`config.mk`:
```
export PLATFORM = sky130hd
export DESIGN_NAME = pipe_ctrl
export DESIGN_NICKNAME = d
export VERILOG_FILES = /design/src/rtl/pipe_pkg.sv /design/src/rtl/pipe_ctrl_sat_counter.sv /design/src/rtl/pipe_ctrl.sv
export SDC_FILE = /design/constraint.sdc
export NUM_CORES = 1
export LEC_CHECK = 0
export BUFFER_PORTS_ARGS = -buffer_cell sky130_fd_sc_hd__buf_2
export CORE_ASPECT_RATIO = 1.4
export CORE_MARGIN = 1
export CORE_UTILIZATION = 54
export DETAILED_ROUTE_END_ITERATION = 10
export PLACE_DENSITY = 0.82
export SLEW_MARGIN = 40
export SYNTH_ARGS = -nofsm -noshare
export SYNTH_HDL_FRONTEND = slang
export SYNTH_SLANG_ARGS = --single-unit
```
`constraint.sdc`:
```
create_clock -name clk -period 4.28 [get_ports clk]
set_input_delay 0 -clock clk [delete_from_list [all_inputs] [get_ports clk]]
set_output_delay 0 -clock clk [all_outputs]
set_load 0.05 [all_outputs]
```
`src/rtl/pipe_pkg.sv`:
```
// Shared definitions for the pipeline controller.
//   state_t        : controller FSM states (RUN / STALL / DRAIN)
//   IF_ID..MEM_WB  : bit positions of each pipeline boundary in ok/flush vectors
//   stage_bit()    : one-hot mask for a boundary index
package pipe_pkg;

    typedef enum logic [1:0] {
        ST_RUN   = 2'd0,
        ST_STALL = 2'd1,
        ST_DRAIN = 2'd2
    } state_t;

    localparam int IF_ID          = 0;
    localparam int ID_EX          = 1;
    localparam int EX_MEM         = 2;
    localparam int MEM_WB         = 3;
    localparam int NUM_BOUNDARIES = 4;

    localparam logic [NUM_BOUNDARIES-1:0] ALL_BOUNDARIES = '1;

    function automatic logic [NUM_BOUNDARIES-1:0] stage_bit(input int idx);
        logic [NUM_BOUNDARIES-1:0] m;
        m = '0;
        m[idx] = 1'b1;
        return m;
    endfunction

endpackage

```
`src/rtl/pipe_ctrl_sat_counter.sv`:
```
// Saturating up-counter.
//   clk, rst_n : clock, asynchronous active-low reset (clears count)
//   en         : count one when high
//   count      : current value; sticks at all-ones instead of wrapping
module sat_counter #(
    parameter int WIDTH = 32
) (
    input  logic             clk,
    input  logic             rst_n,
    input  logic             en,
    output logic [WIDTH-1:0] count
);

    logic [WIDTH-1:0] count_reg;

    always_ff @(posedge clk or negedge rst_n) begin
        if (!rst_n) begin
            count_reg <= '0;
        end else if (en && (count_reg != {WIDTH{1'b1}})) begin
            count_reg <= count_reg + WIDTH'(1);
        end
    end

    assign count = count_reg;

endmodule

```
`src/rtl/pipe_ctrl.sv`:
```
// Pipeline hazard/redirect controller.
//   clk, rst_n        : clock, asynchronous active-low reset
//   load_use_i        : load-use hazard in ID
//   ex_busy_i         : multi-cycle EX op in progress
//   mem_busy_i        : MEM waiting on data memory
//   branch_taken_i    : taken branch resolved in EX, target on branch_target_i
//   trap_i            : exception/interrupt from WB, handler on trap_vec_i
//   ok_o / flush_o    : per-boundary load enable / bubble insert (bit0 IF/ID .. bit3 MEM/WB)
//   pc_hold_o         : freeze fetch PC
//   redirect_valid_o  : registered one-cycle pulse, fetch loads redirect_pc_o
//   redirect_pc_o     : redirect target, zero when no redirect
//   stall_cnt_o       : saturating count of pc_hold_o cycles
// Event priority: trap > mem_busy > ex_busy > branch_taken > load_use.
module pipe_ctrl
    import pipe_pkg::*;
#(
    parameter int DATA_SIZE    = 32,
    parameter int DRAIN_CYCLES = 2
) (
    input  logic                 clk,
    input  logic                 rst_n,
    input  logic                 load_use_i,
    input  logic                 ex_busy_i,
    input  logic                 mem_busy_i,
    input  logic                 branch_taken_i,
    input  logic [DATA_SIZE-1:0] branch_target_i,
    input  logic                 trap_i,
    input  logic [DATA_SIZE-1:0] trap_vec_i,
    output logic [3:0]           ok_o,
    output logic [3:0]           flush_o,
    output logic                 pc_hold_o,
    output logic                 redirect_valid_o,
    output logic [DATA_SIZE-1:0] redirect_pc_o,
    output logic [DATA_SIZE-1:0] stall_cnt_o
);

    localparam int DCW = (DRAIN_CYCLES < 2) ? 1 : $clog2(DRAIN_CYCLES + 1);

    state_t               state_reg, state_next;
    logic [DCW-1:0]       drain_reg, drain_next;
    logic [DATA_SIZE-1:0] vec_reg, vec_next;
    logic                 redir_valid_reg, redir_valid_next;
    logic [DATA_SIZE-1:0] redir_pc_reg, redir_pc_next;

    logic [3:0] ok_c;
    logic [3:0] flush_c;
    logic       hold_c;

    always_ff @(posedge clk or negedge rst_n) begin
        if (!rst_n) begin
            state_reg       <= ST_RUN;
            drain_reg       <= '0;
            vec_reg         <= '0;
            redir_valid_reg <= 1'b0;
            redir_pc_reg    <= '0;
        end else begin
            state_reg       <= state_next;
            drain_reg       <= drain_next;
            vec_reg         <= vec_next;
            redir_valid_reg <= redir_valid_next;
            redir_pc_reg    <= redir_pc_next;
        end
    end

    always_comb begin
        state_next       = state_reg;
        drain_next       = drain_reg;
        vec_next         = vec_reg;
        redir_valid_next = 1'b0;
        redir_pc_next    = '0;
        ok_c             = ALL_BOUNDARIES;
        flush_c          = '0;
        hold_c           = 1'b0;

        if (trap_i) begin
            // Trap wins over everything, including a same-cycle branch, so
            // no branch redirect is scheduled. Also restarts an ongoing drain.
            ok_c       = ALL_BOUNDARIES;
            flush_c    = ALL_BOUNDARIES;
            hold_c     = 1'b1;
            drain_next = DCW'(DRAIN_CYCLES);
            vec_next   = trap_vec_i;
            state_next = ST_DRAIN;
        end else if (state_reg == ST_DRAIN) begin
            ok_c    = ALL_BOUNDARIES;
            flush_c = ALL_BOUNDARIES;
            hold_c  = 1'b1;
            if (drain_reg > DCW'(0)) begin
                drain_next = drain_reg - DCW'(1);
            end
            // Leaving as the counter reaches zero; the pulse lands on the
            // first RUN cycle.
            if (drain_reg <= DCW'(1)) begin
                state_next       = ST_RUN;
                redir_valid_next = 1'b1;
                redir_pc_next    = vec_reg;
            end
        end else if (mem_busy_i) begin
            ok_c       = '0;
            hold_c     = 1'b1;
            state_next = ST_STALL;
        end else if (ex_busy_i) begin
            // Only MEM/WB advances, carrying a bubble into WB.
            ok_c       = stage_bit(MEM_WB);
            flush_c    = stage_bit(MEM_WB);
            hold_c     = 1'b1;
            state_next = ST_STALL;
        end else begin
            // RUN, or the first non-busy cycle of STALL which behaves as RUN.
            // A branch seen while busy was ignored above; EX re-presents it.
            state_next = ST_RUN;
            if (branch_taken_i) begin
                flush_c          = stage_bit(IF_ID) | stage_bit(ID_EX);
                redir_valid_next = 1'b1;
                redir_pc_next    = branch_target_i;
            end else if (load_use_i) begin
                ok_c    = ALL_BOUNDARIES & ~stage_bit(IF_ID);
                flush_c = stage_bit(ID_EX);
                hold_c  = 1'b1;
            end
        end
    end

    // While reset is held every boundary inserts a bubble and nothing loads.
    assign ok_o             = rst_n ? ok_c : 4'b0000;
    assign flush_o          = rst_n ? flush_c : 4'b1111;
    assign pc_hold_o        = rst_n ? hold_c : 1'b1;
    assign redirect_valid_o = redir_valid_reg;
    assign redirect_pc_o    = redir_pc_reg;

    sat_counter #(
        .WIDTH (DATA_SIZE)
    ) u_stall_cnt (
        .clk   (clk),
        .rst_n (rst_n),
        .en    (pc_hold_o),
        .count (stall_cnt_o)
    );

endmodule

```
==> out/results.ini, run 1 <==
[status]
outcome=finished clean

[sta]
rsz0062_at_grt=no
fin_ws_ns=2.28
fin_hold_ws_ns=0.0823
finalSetupViolCount=0
fin_worst_skew_ns=0.00685
worst_pin_slew_ns=0.827
tns_ns=0
min_period_ns=2.00
finalHoldViolCount=0
min_period_over_period_pct=46.8
max_freq_mhz=500
relSlewSlack_pct=44.9
slew_violations=0

[cells_and_area]
diodes=0
fin_nets=604
drive_gt1_share_pct=38.4
area_delta_synth_final_pct=38.0

[yosys]
ys_seq_area_share_pct=59.7
synth_cell_types=40
synth_area_per_cell_um2=13.1
yosys.area.top_type_share_pct=59.7
yosys_register_bits=101
syn_area_mm2=0.00423
synth_most_common_cell=dfrtp_1
ys.flop_type=dfrtp_1
synth_top_cell_by_area=dfrtp_1
synthTopCellsByCount=dfrtp_1, mux2_2, a22o_1
synth-async-reset-ratio_pct=100
syn_nets=397
yosys-top-cells-area=dfrtp_1, mux2_2, a22o_1
ys_warn_count=0
synth_edf_count=0
synth_cells=323

[route]
wl_met3_um=738
wl_met1_um=4290
routed_via_density=5.51
antenna_left=0
via_count=3475
routed_wl_um=11600
wl_met2_um=6220
wl_per_cell_um=18.4
top_layer_used=met4
drtPass1Iterations=4
drc=0
drtIter0Drc=132

[critical_path]
crit-reg2reg-launch=u_stall_cnt.count[0]
crit_chain=ha_1 -> nand4_1 -> nor2_1 -> a31oi_4 -> mux2_2
crit_slowest_cell=a31oi_4
r2r_cells=5
worstSetupEndpointType=flip-flop
path_max_fanout=16
criticalPathCategory=reg2reg
start_kind=flip-flop
r2r_slack_ns=2.28
arrival_ns=2.26
cp.required_ns=4.54
r2r_end=u_stall_cnt.count[1]
cpPeakStageDelay_ns=0.48

[global_routing]
grt_pass1_vias=3701
grt_overflow=0
grt_pass1_wl_um=18500
antenna_found_initial=0
grt_use_total_pct=29.9
grt_max_degree=73

[cts]
cts_tree=built
cts_buffers=9
cts_num_sinks=101
postCtsSetupRepairBufs=0
worstSkewPairLatency_ns=0.37
clockRootBuffer=clkbuf_8
path_clk_slew_ns=0.09
htreeDepth=3
cts.repair.resized=0
cts_buffer_depth=2

[hold_path]
hold_class=in2reg
min_from=ex_busy_i
whs_endpoint=state_reg[0]
hold-path-cell-count=3

[die]
die_y_um=107
io_pins=145
fp-row-count=37
die_w_um=76.8
start_util_pct=56.8
die_area_mm2=0.00820
core_mm2=0.00745

[placed_design]
hpwl_um=6620
gp_congestion=0.880
place_ws_ns=2.27
port_buffers=144

[run]
cap_violations=0

[power_and_ir_drop]
p_leak_nw=2.85
vdd_ir_drop_max_mv=0.382
p_total_mw=2.53
power.density_mw_per_mm2=433

critical path: cells and delay by family (launching register included):
kind | cells | cell delay [ns]
mux | 1 | 0.39
fa+ha+maj | 1 | 0.24
compound gates | 1 | 0.48
simple gates | 2 | 0.37
flops | 1 | 0.42
logic make-up (layout without fill, tap and decap cells):
family	after synthesis	count (layout)	synth area share (%)
xor+xnor	29	29	6.00
buf+inv	21	232	2.25
fa+ha+maj	3	3	0.887
simple gates	89	89	12.8
flops	101	101	59.7
compound gates	47	47	9.58
mux	33	33	8.78
routing by layer:
layer / GRT usage (%) / up-vias
met4: 15.8 / 0
met5: 0 / -
met2: 52.6 / 175
li1: - / 1572
met1: 34.1 / 1700
met3: 5.79 / 28
worst max-delay path by stage:
stage,startpoint,end,slack [ns],depth (start not counted)
after floorplan,u_stall_cnt.count[0],u_stall_cnt.count[22],2.26,5
after global placement,trap_i,redirect_valid_o,2.28,4
after detailed placement,trap_i,u_stall_cnt.count[1],2.27,5
after CTS,u_stall_cnt.count[0],u_stall_cnt.count[1],2.29,5
after global routing,u_stall_cnt.count[0],u_stall_cnt.count[23],2.16,6
final,u_stall_cnt.count[0],u_stall_cnt.count[1],2.28,5
layout make-up:
class	instances	area [um2]
Multi-Input combinational cell	201	1610
Clock buffer	12	145
Fill cell	434	1610
Sequential cell	101	2530
Clock inverter	3	22.5
Inverter	7	26.3
Timing Repair Buffer	210	1390
Tap cell	97	121
power by group:
group          internal (mW)  total [mW]  switching, mW
Combinational          0.259       0.811          0.552
Clock                  0.226       0.550          0.324
Sequential              1.08        1.17         0.0895
through the flow:
| step | cells | utilization [%] | instance area (um2) |
|---|---|---|---|
| 2_1_floorplan | 323 | - | 4230 |
| 3_3_place_gp | 551 | 67.3 | 5020 |
| 3_5_place_dp | 551 | 67.4 | 5020 |
| 4_1_cts | 631 | 78.4 | 5840 |
| 5_1_grt | 631 | 78.4 | 5840 |
| 6_report | 631 | 78.4 | 5840 |
what timing repair did:
item | CTS | global route
hold endpoints to repair | 93 | 0
endpoints found under the setup margin | 0 | 0
hold buffers | 65 | 0
cell usage in the layout, fill, tap and decap left out, types with 3 or more instances in the layout:
cell type / count
nor2_1: 10
and3_1: 7
o21ai_0: 5
dfrtp_1: 101
nand3_1: 16
buf_2: 143
nand4_1: 16
a22o_1: 32
nand2_1: 12
inv_1: 6
ha_1: 3
dlygate4sd3_1: 65
clkbuf_8: 10
xnor2_1: 27
nor2b_1: 3
mux2_2: 33
nor3_1: 5
and2_1: 3
Power figures use the tool's default switching activity.
==> run 2: changes to the inputs <==
Settings changed: CORE_UTILIZATION 54 to 45, PLACE_DENSITY 0.82 to 0.73.
Clock period 4.28 ns to 1.7 ns, I/O delays scaled along.
==> out/results.ini, run 2 (same netlist as run 1, synthesis figures left out) <==
[status]
outcome=finished, violations left  ; was finished clean
violations=DRC, hold timing, setup timing

[sta]
slew_violations=0  ; unchanged
max_freq_mhz=586  ; was 500 MHz
min_period_ns=1.71  ; was 2.00 ns
fin_ws_ns=-0.00717  ; was 2.28 ns
rsz0062_at_grt=yes  ; was no
finalSetupViolCount=1  ; was 0
fin_worst_skew_ns=0.00717  ; was 0.00685 ns
tns_ns=-0.00717  ; was 0 ns
worst_pin_slew_ns=0.707  ; was 0.827 ns
min_period_over_period_pct=100  ; was 46.8%
relSlewSlack_pct=52.9  ; was 44.9%
finalHoldViolCount=53  ; was 0
fin_hold_ws_ns=-0.198  ; was 0.0823 ns

[global_routing]
antenna_found_initial=0  ; unchanged
grt_pass1_wl_um=19100  ; was 18500 um
grt_overflow=0  ; unchanged
grt_pass1_vias=3838  ; was 3701
grt_max_degree=58  ; was 73
grt_use_total_pct=25.5  ; was 29.9%

[cells_and_area]
most-common-layout-cells=buf_2, dfrtp_1, dlygate4sd3_1, buf_4, mux2_2  ; was buf_2, dfrtp_1, dlygate4sd3_1, mux2_2, a22o_1
final_common_cell=buf_2  ; unchanged
num-fill-cells=610  ; was 434
diodes=0  ; unchanged
fin_util_pct=70.3  ; was 78.4%
drive_gt1_share_pct=50.8  ; was 38.4%
area_delta_synth_final_pct=50.9  ; was 38.0%
fin_nets=646  ; was 604
design_area_mm2=0.00639  ; was 0.00584 mm2
fin_cells=684  ; was 631

[cts]
postCtsHoldBufs=65  ; unchanged
path_clk_slew_ns=0.07  ; was 0.09 ns
worstSkewPairLatency_ns=0.34  ; was 0.37 ns
cts_buffer_depth=2  ; unchanged
cts_buffers=9  ; unchanged
cts_num_sinks=101  ; unchanged
htreeDepth=3  ; unchanged
clockRootBuffer=clkbuf_16  ; was clkbuf_8
cts_tree=built  ; unchanged

[die]
die_area_mm2=0.00980  ; was 0.00820 mm2
fp-row-count=41  ; was 37
start_util_pct=46.6  ; was 56.8%
die_w_um=84.0  ; was 76.8 um
core_mm2=0.00908  ; was 0.00745 mm2
die_y_um=117  ; was 107 um
io_pins=145  ; unchanged

[critical_path]
start_kind=flip-flop  ; unchanged
criticalPathCategory=reg2reg  ; unchanged
cp.required_ns=1.93  ; was 4.54 ns
path_max_fanout=16  ; unchanged
arrival_ns=1.93  ; was 2.26 ns
crit-reg2reg-launch=u_stall_cnt.count[10]  ; was u_stall_cnt.count[0]
r2r_cells=4  ; was 5
worstSetupEndpointType=flip-flop  ; unchanged
r2r_end=u_stall_cnt.count[1]  ; unchanged
r2r_slack_ns=-0.007  ; was 2.28 ns

[hold_path]
hold_class=in2async  ; was in2reg

[route]
wl_per_cell_um=17.5  ; was 18.4 um
drtPass1Iterations=7  ; was 4
routed_via_density=5.32  ; was 5.51
routed_wl_um=12000  ; was 11600 um
drtIter0Drc=156  ; was 132
via_count=3638  ; was 3475
drc=14  ; was 0
antenna_left=0  ; unchanged

[run]
cap_violations=0  ; unchanged

[placed_design]
placedCellCount=599  ; was 551
place_ws_ns=-0.00209  ; was 2.27 ns
gp_congestion=0.895  ; was 0.880
hpwl_um=7430  ; was 6620 um
port_buffers=144  ; unchanged
place_area_mm2=0.00540  ; was 0.00502 mm2

[power_and_ir_drop]
power.density_mw_per_mm2=1120  ; was 433 mW/mm2
p_leak_nw=3.09  ; was 2.85 nW
vdd_ir_drop_max_mv=0.720  ; was 0.382 mV
p_total_mw=7.17  ; was 2.53 mW

-- run 2: changes by cell type in the layout (fill, tap and decap cells not counted), moves of 2 or more --
cell,before,now
inv_6,0,3
dfrtp_1,101,69
clkbuf_8,10,1
clkbuf_1,2,0
dfrtp_2,0,32
a21boi_1,0,2
clkbuf_16,0,9
nor3_2,1,4
a21boi_0,2,0
buf_4,1,42
nor3_1,5,2
-- run 2: timing repair --
item / in CTS / in global routing
resized for setup: 1 / 5
setup endpoints to repair: 3 / 26
hold endpoints to repair: 119 / 53
buffers inserted: 0 / 4
pin swaps: 1 / 5
-- run 2: worst max-delay path: stages, from the launching register on --
cell	delay (ns)
dfrtp_2	0.42
and2_1	0.17
and4_4	0.19
a31oi_4	0.42
mux2_2	0.38
-- run 2: report_power, final --
part           switching [mW]  internal (mW)  total, mW
sequential              0.210           2.74       2.95
combinational            1.46          0.788       2.25
clock                   0.926           1.05       1.97
total                    2.60           4.58       7.17
-- run 2: how the worst max path moves through the flow --
stage	startpoint	end	slack, ns	cells past startpoint
final	u_stall_cnt.count[10]	u_stall_cnt.count[1]	-0.007	4
after global routing	u_stall_cnt.count[10]	u_stall_cnt.count[1]	-0.07	4
after CTS	u_stall_cnt.count[1]	u_stall_cnt.count[1]	0.006	5
after detailed placement	u_stall_cnt.count[8]	u_stall_cnt.count[31]	-0.002	7
after global placement	u_stall_cnt.count[12]	u_stall_cnt.count[1]	0.02	4
after floorplan	u_stall_cnt.count[0]	u_stall_cnt.count[7]	-0.07	7
-- run 2: area by class of cell --
type	instances	area (um2)	share of cell area [%]
well taps	107	134	2.10
clock inverters	6	45.0	0.705
repair buffers	252	1700	26.7
inverters	7	26.3	0.411
flip-flops and latches	101	2570	40.2
clock buffers	10	239	3.74
multi-input cells	201	1670	26.2
-- run 2: routing by layer --
layer	vias up	wire, um	part of all wire [%]	GRT usage (%)
met5	-	0	0	0
li1	1666	-	-	-
met3	26	836	7.0	7.49
met1	1802	4480	37	28.0
met2	144	6340	53	46.8
met4	0	333	2.8	10.0
